[src/rtl/reg_xfer_ctrl_pkg.sv]
// srp16_regctl_pkg: shared op encodings, sequencer states and bank geometry defaults
package srp16_regctl_pkg;
  localparam int NREGS_DEF = 16;
  localparam int DW_DEF = 16;
  typedef enum logic [1:0] {OP_MOV = 2'd0, OP_LDI = 2'd1, OP_LDU = 2'd2, OP_XCHG = 2'd3} op_e;
  typedef enum logic [2:0] {IDLE, RD_A, RD_B, WR_A, WR_B, DONE} state_e;
endpackage

[src/rtl/reg_xfer_ctrl_idx_onehot.sv]
// idx_onehot: register index to one-hot select, all-zero when disabled or out of range
module idx_onehot #(
  parameter int NREGS = 16,
  parameter int IDX_W = 4
) (
  input  logic             en,
  input  logic [IDX_W-1:0] idx,
  output logic [NREGS-1:0] oh
);
  always_comb begin
    oh = '0;
    for (int i = 0; i < NREGS; i++) oh[i] = en && (int'(idx) == i);
  end
endmodule

[src/rtl/reg_xfer_ctrl.sv]
// reg_xfer_ctrl: sequences MOV/LDI/LDU/XCHG transfers as one-hot strobes into the register bank
module reg_xfer_ctrl import srp16_regctl_pkg::*; #(
  parameter int NREGS = NREGS_DEF,
  parameter int DW    = DW_DEF,
  parameter int IDX_W = $clog2(NREGS)
) (
  input  logic             clk,
  input  logic             rst,
  input  logic             req_valid,
  output logic             req_ready,
  input  logic [1:0]       req_op,
  input  logic [IDX_W-1:0] req_dst,
  input  logic [IDX_W-1:0] req_src,
  input  logic [DW-1:0]    req_imm,
  input  logic [DW-1:0]    bus_in,
  output logic [DW-1:0]    bus_out,
  output logic [NREGS-1:0] reg_read,
  output logic [NREGS-1:0] reg_write,
  output logic [NREGS-1:0] reg_writeu,
  output logic             done
);
  state_e state_q, state_d;
  op_e op_q, op_d;
  logic [IDX_W-1:0] dst_q, dst_d, src_q, src_d, idx;
  logic [DW-1:0] imm_q, imm_d, tmp_a_q, tmp_a_d, tmp_b_q, tmp_b_d, wdata;
  logic accept, rd, wr;
  logic [NREGS-1:0] sel;
  assign req_ready = (state_q == IDLE) && !rst;
  assign accept = req_valid && req_ready;
  always_comb begin
    state_d = state_q;
    case (state_q)
      IDLE: state_d = accept ? (op_e'(req_op) inside {OP_LDI, OP_LDU} ? WR_A : RD_A) : IDLE;
      RD_A: state_d = (op_q == OP_XCHG) ? RD_B : WR_A;
      RD_B: state_d = WR_A;
      WR_A: state_d = (op_q == OP_XCHG) ? WR_B : DONE;
      WR_B: state_d = DONE;
      default: state_d = IDLE;
    endcase
    op_d = accept ? op_e'(req_op) : op_q;
    dst_d = accept ? req_dst : dst_q;
    src_d = accept ? req_src : src_q;
    imm_d = accept ? req_imm : imm_q;
    tmp_a_d = (state_q == RD_A) ? bus_in : tmp_a_q;
    tmp_b_d = (state_q == RD_B) ? bus_in : tmp_b_q;
  end
  always_ff @(posedge clk) begin
    if (rst) begin
      state_q <= IDLE;
      op_q <= OP_MOV;
      dst_q <= '0;
      src_q <= '0;
      imm_q <= '0;
      tmp_a_q <= '0;
      tmp_b_q <= '0;
    end else begin
      state_q <= state_d;
      op_q <= op_d;
      dst_q <= dst_d;
      src_q <= src_d;
      imm_q <= imm_d;
      tmp_a_q <= tmp_a_d;
      tmp_b_q <= tmp_b_d;
    end
  end
  // Source is touched first on read and last on write; everything else targets dst.
  assign rd = state_q inside {RD_A, RD_B};
  assign wr = state_q inside {WR_A, WR_B};
  assign idx = (state_q == RD_A || state_q == WR_B) ? src_q : dst_q;
  idx_onehot #(.NREGS(NREGS), .IDX_W(IDX_W)) u_sel (
    .en (rd || wr),
    .idx(idx),
    .oh (sel)
  );
  assign wdata = (state_q == WR_B) ? tmp_b_q :
                 (op_q == OP_LDI)  ? imm_q :
                 (op_q == OP_LDU)  ? {{(DW-8){1'b0}}, imm_q[7:0]} : tmp_a_q;
  assign reg_read = rd ? sel : '0;
  assign reg_write = (wr && op_q != OP_LDU) ? sel : '0;
  assign reg_writeu = (wr && op_q == OP_LDU) ? sel : '0;
  assign bus_out = |(reg_write | reg_writeu) ? wdata : '0;
  assign done = (state_q == DONE);
endmodule

[config.mk]
export PLATFORM = sky130hd
export DESIGN_NAME = reg_xfer_ctrl
export DESIGN_NICKNAME = d
export VERILOG_FILES = /design/src/rtl/reg_xfer_ctrl_pkg.sv /design/src/rtl/reg_xfer_ctrl_idx_onehot.sv /design/src/rtl/reg_xfer_ctrl.sv
export SDC_FILE = /design/constraint.sdc
export NUM_CORES = 1
export LEC_CHECK = 0
export ABC_AREA = 1
export CAP_MARGIN = 20
export CORE_UTILIZATION = 30
export CTS_CLUSTER_DIAMETER = 80
export CTS_CLUSTER_SIZE = 20
export DETAILED_ROUTE_END_ITERATION = 6
export HOLD_SLACK_MARGIN = 0.1
export PLACE_DENSITY = 0.54
export SKIP_CTS_REPAIR_TIMING = 1
export SYNTH_ARGS = -nofsm -noshare
export SYNTH_HDL_FRONTEND = slang
export SYNTH_HIERARCHICAL = 1
export SYNTH_SLANG_ARGS = --single-unit
[constraint.sdc]
create_clock -name clk -period 3.7 [get_ports clk]
set_clock_uncertainty 0.05 [all_clocks]
set_input_delay 0.74 -clock clk [delete_from_list [all_inputs] [get_ports clk]]
set_output_delay 0.74 -clock clk [all_outputs]
set_load 0.02 [all_outputs]
==> After elaboration in Yosys (flattened, before gate mapping) <==
Index checks and enable logic that the tools add are counted.
{ "totals": {"wordCells": 76, "regBits": 61, "inputBits": 45, "out_inout_bits": 66} }
{ "classes": {"n_reduce_logical": 29, "bitwise": 1, "muxes": 13, "n_eq_ne": 26} }
{ "op_table": {"columns": ["cell", "count"], "rows": [
  ["$mux 16", 7],
  ["$eq 4x4->1 const B", 8],
  ["$logic_and 1x1->1", 20],
  ["$eq 4x3->1 const B", 4],
  ["$or 16x16->16", 1],
  ["$reduce_or 16->1", 1],
  ["$pmux 3 s5", 1],
  ["$eq 4x2->1 const B", 2],
  ["$eq 2x2->1 const B", 3],
  ["$eq 3x2->1 const B", 2],
  ["$eq 3x3->1 const B", 2],
  ["$reduce_bool 2->1", 3],
  ["$eq 2x1->1 const B", 2],
  ["$eq 4x1->1 const B", 1],
  ["$logic_not 4->1", 1],
  ["$mux 2", 2],
  ["$mux 4", 1],
  ["$eq 3x1->1 const B", 1],
  ["$logic_not 3->1", 1],
  ["$logic_or 1x1->1", 2],
  ["$mux 1", 2],
  ["$ne 2x2->1 const B", 1],
  ["$logic_not 1->1", 1]
]} }

==> Depth between registers and ports, before layout <==
{ "logic_depth": {"word_depth": 9, "depth_mapped": 16, "ltp_nobuf": 14} }

==> By module <==
Netlist, hierarchy kept.
{ "modules_own_cells": {"columns": ["module", "seq_area_each_um2", "area_each_um2", "instances", "cells_per_inst"], "rows": [
  ["reg_xfer_ctrl", 1221.2, 3083.0, 1, 489],
  ["idx_onehot", 0.0, 128.9, 1, 33]
]} }

==> Least setup slack after synthesis <==
OpenSTA, ideal clock, no wires.
{ "synth_timing": {"path_kind": "flip-flop to output port", "start": "register state_q[0]", "end": "output bus_out[6]", "n_path_buf": 2, "required_time_ns": 2.910, "setup_slack_ns": 0.575, "t_arrival_ns": 2.335, "path_stages_with_launch": 15, "path_cell_list": "dfxtp_1 -> nor2_2 -> nand2_1 -> buf_4 -> nand2_1 -> o21ai_0 -> nand3_1 -> nor2_1 -> inv_1 -> nand3_1 -> nor2_1 -> nand2_1 -> nand2_1 -> buf_2 -> nor2_1"} }
{ "synth_via": {"elab_chain_cells": 9, "elab_cells_between_ends": 49, "classes_between": "eq/ne (19); mux (5); bitwise (1); reduce/logical (24)"} }
{ "synth_lines": {"columns": ["item", "line", "source"], "rows": [
  ["from (decl)", "reg_xfer_ctrl.sv:22", "state_e state_q, state_d;"],
  ["from (signal assigned)", "reg_xfer_ctrl.sv:57", "state_q <= state_d;"],
  ["$eq 3x1->1 / $eq 3x3->1 (equally long branches)", "reg_xfer_ctrl.sv:69", "assign idx = (state_q == RD_A || state_q == WR_B) ? src_q : dst_q;"],
  ["$logic_or 1x1->1 *", "reg_xfer_ctrl.sv:69", null],
  ["$mux 4 *", "reg_xfer_ctrl.sv:69", null],
  ["net idx[1]", "reg_xfer_ctrl.sv:24", "logic [IDX_W-1:0] dst_q, dst_d, src_q, src_d, idx;"],
  ["$eq 4x3->1 *", "reg_xfer_ctrl_idx_onehot.sv:12", "for (int i = 0; i < NREGS; i++) oh[i] = en && (int'(idx) == i);"],
  ["$logic_and 1x1->1 *", "reg_xfer_ctrl_idx_onehot.sv:12", null],
  ["net sel[3]", "reg_xfer_ctrl.sv:27", "logic [NREGS-1:0] sel;"],
  ["$mux 16, on equally long branches", "reg_xfer_ctrl.sv:79, reg_xfer_ctrl.sv:80", null],
  ["$or 16x16->16 *", "reg_xfer_ctrl.sv:81", "assign bus_out = |(reg_write | reg_writeu) ? wdata : '0;"],
  ["$reduce_or 16->1 *", "reg_xfer_ctrl.sv:81", null],
  ["$mux 16 *", "reg_xfer_ctrl.sv:81", null],
  ["to (decl)", "reg_xfer_ctrl.sv:16", "output logic [DW-1:0] bus_out,"]
]} }
The timed path passes the listed nets; every way through them passes the cells marked *.

==> Worst setup path in the final report <==
{ "layout_timing": {"start": "register state_q[2]", "end": "output bus_out[7]"} }
Same word-level chain as after synthesis.

==> run_results.csv <==
group,metric,value,unit
outcome,run_status,"completed",
critical_path,setup.worst_path.class,"reg -> out",
detailed_routing,routed-via-count,3490,
floorplan,floorplan.die_area,11120,µm²
critical_path,worst-r2r-cell-count,5,
yosys,ys.warnings.count,6,
yosys,syn-num-nets,567,
finish,final_net_count,672,
pwr,p_total,2.135,mW
critical_path,worst_r2r_startpoint,"state_q[2]",
floorplan,core_region_area,10370,µm²
job,cap_viol_max_count,0,
hold_path,min_delay_path_depth,2,
sta,timing.final.max_slew_violations,0,
pwr,p_per_area,456.3,nW/µm²
floorplan,die_width,105.5,µm
placement,detailed_place.area,4434,µm²
yosys,synth.yosys.seq_area_share,38.02,%
clocking,clock_tree.buffer_depth,2,
critical_path,cp_data_required_time,2.91,ns
clocking,ctsRootBufferMaster,"clkbuf_8",
critical_path,r2r-end,"tmp_a_q[5]",
detailed_routing,detailedRoute.firstPassIterationCount,4,
yosys,ys_ff_latch,61,
pwr,cellLeakagePower,2.086,nW
critical_path,crit_chain,"inv_1 > nand3_1 > nand2_4 > nand2_1 > o21ai_0 > buf_4 > nor2_1 > nand2_1 > nor2_1 > nor2_1 > nand2_1 > nor2_1 > nand2_1 > nand2_1 > buf_4 > nor2_1 > dlymetal6s2s_1",
clocking,cts.htree.levels,3,
clocking,tritoncts,"built",
floorplan,io-pin-count,111,
detailed_routing,post-route-drc-count,0,
sta,setup_viol,0,
clocking,cts_buffers,9,
detailed_routing,final_antenna_net_count,0,
finish,fin_util,45.13,%
critical_path,crit_fanout,16,
finish,area.growth.synth_to_final,45.70,%
pwr,combPwrFrac,33.5,%
global_routing,grt_first_pass_wirelength,15200,µm
hold_path,hold_start,"imm_q[14]",
critical_path,critical_path_data_arrival_time,2.70,ns
yosys,syn_avg_cell_area,6.153,µm²
floorplan,standard_cell_row_count,37,
sta,final_hold_viol_count,0,
placement,port_buffers,110,
placement,gp_routability_congestion,0.8539,
clocking,cts_num_sinks,61,
pwr,cell_internal_pwr,1.363,mW
clocking,worst_setup_hold_path_clk_slew,0.07,ns
global_routing,grt_pass1_vias,3294,
placement,preCtsSetupSlack,0.1332,ns
global_routing,grt.overflow.total,0,
pwr,proportion_of_power_drawn_by_flip_flops_and_latches,38.6,%
finish,antenna_cells,0,
placement,detailedPlacementHpwl,6844,µm
detailed_routing,wl_per_cell,12.06,µm
detailed_routing,wl,9262,µm
pwr,power_spent_charging_and_discharging_nets,0.7717,mW
hold_path,hold_crit_path_type,"reg -> reg",
pwr,vdd_ir_drop_max,181.9,µV
sta,finalHoldWorstSlack,0.3998,ns
detailed_routing,drtIter0Drc,188,
pwr,power.share.switching,36.14,%
critical_path,setup.worst_path.end_class,"output port",
sta,timing.fmax,286.8,MHz
critical_path,buffers_and_inverters_on_the_worst_path,4,
yosys,post_synth_instance_area,3212,µm²
critical_path,critical_path.max_stage_delay,0.42,ns
clocking,worstSkewPairLatency,0.33,ns
global_routing,grt_use_total,17.11,%
yosys,yosysUniqueCellTypes,20,
finish,post_route_cells_drive_above_1_share,6.013,%
detailed_routing,routed_via_density,4.544,
yosys,syn_inst,522,
sta,finalCriticalPeriod,3.487,ns
pwr,clock_power_share,27.8,%
critical_path,critical_path.startpoint_type,"register",
global_routing,grt_max_degree,60,
critical_path,cpLargestDelayFamily,"simple AND/OR/NAND/NOR gates",
hold_path,worst_hold_path.endpoint,"imm_q[14]",
floorplan,die-height,105.5,µm
sta,postLayoutSetupSlackWorst,0.2129,ns
sta,timing.final.crit_share,94.25,%
floorplan,initial_utilization,30.97,%
global_routing,antenna_violations_before_repair,0,
critical_path,cpMaxStageDelayCell,"dfxtp_1",
critical_path,reg2reg_setup_slack,2.21,ns
sta,max_slew_margin,64.93,%
sta,max_slew.worst_pin.slew,0.5248,ns
finish,post-route-cell-area,4679,µm²
==> cells in the final DEF, fill, tap and decap left out <==
cell type,count
nand3_2,2
buf_4,10
o21ai_1,10
nand3_1,25
nand2_1,79
clkinv_2,2
inv_1,85
nor2_1,104
o21ai_0,60
nor3_1,2
bufinv_16,1
a21oi_1,58
inv_2,3
xnor2_1,1
clkbuf_8,10
clkbuf_2,1
dlymetal6s2s_1,17
dfxtp_1,61
nand2_4,3
nand2_2,2
clkdlybuf4s50_1,92
nor2_2,1
clkinvlp_4,3
==> power groups by stage <==
stage               sequential, mW  combinational [mW]  clock (mW)
finish                       0.825               0.716       0.594
global route                 0.837               0.822       0.641
CTS                          0.825               0.721       0.613
detailed placement           0.840               0.718           0
global placement             0.838               0.710           0
floorplan                    0.829               0.508           0
==> routing by layer <==
metal / vias to the layer above / global-route usage (%) / share of wire (%) / wire (µm)
met5: - / 0 / 0 / 0
met4: 0 / 9.557 / 3.3 / 304
met3: 22 / 3.278 / 5.5 / 514
met2: 104 / 28.95 / 47 / 4311
met1: 1531 / 20.27 / 45 / 4132
li1: 1833 / - / - / -
==> area by class of cell <==
type                    instances  area [µm²]
clock buffers                  10       137.6
clock inverters                 6       62.56
fillers                      1106        5690
inverters                      88       330.3
multi-input cells             347        1544
flip-flops and latches         61        1221
well taps                     136       170.2
repair buffers                120        1214
==> worst register-to-register path: cells and delay by family, from the launching register on <==
family	cells	cell delay [ns]
and+or+nand+nor	1	0.20
DFF	1	0.42
buffers and inverters	2	0.45
AOI/OAI and AO/OA	2	0.31
==> cells in the mapped netlist <==
master / instances / area [µm²]
clkbuf_1: 13 / 48.80
dfxtp_1: 61 / 1221
o21ai_0: 62 / 310.3
o21ai_1: 8 / 40.04
buf_4: 2 / 15.01
nor2_2: 1 / 6.260
buf_6: 1 / 11.26
xnor2_1: 1 / 8.760
nand3_1: 25 / 125.1
a21oi_1: 58 / 290.3
nand3_2: 2 / 20.02
inv_2: 3 / 11.26
nor2_1: 104 / 390.4
nand2_1: 80 / 300.3
nand2_2: 2 / 12.51
buf_2: 9 / 45.04
nor3_1: 2 / 10.01
buf_1: 1 / 3.750
nand2_4: 2 / 22.52
inv_1: 85 / 319.1
==> registers in the layout, indices dropped and copies added, names as in the netlist <==
name,cells
imm_q,16
tmp_a_q,16
tmp_b_q,16
dst_q,4
src_q,4
state_q,3
op_q,2
==> stage by stage <==
stage                     setup TNS [ns]  cells
after floorplan                        0    522
after global placement                 0    752
after detailed placement               0    752
after CTS                         -3.216    768
after global routing           -0.005019    768
final                                  0    768
==> cell families after synthesis <==
logic type | after synthesis | synth area share [%]
and+or+nand+nor | 218 | 27.62
AOI/OAI and AO/OA | 128 | 19.95
buffers and inverters | 114 | 14.14
DFF | 61 | 38.02
xor gates and xnor gates | 1 | 0.2727
==> how the worst max path moves through the flow <==
stage	from	to	depth (start not counted)
after floorplan	state_q[0]	bus_out[6]	14
after global placement	state_q[2]	bus_out[7]	17
after detailed placement	state_q[2]	bus_out[7]	17
after CTS	state_q[2]	bus_out[7]	17
after global routing	state_q[0]	bus_out[5]	16
final	state_q[2]	bus_out[7]	17
Note: power is estimated with default switching activity, not from simulation.
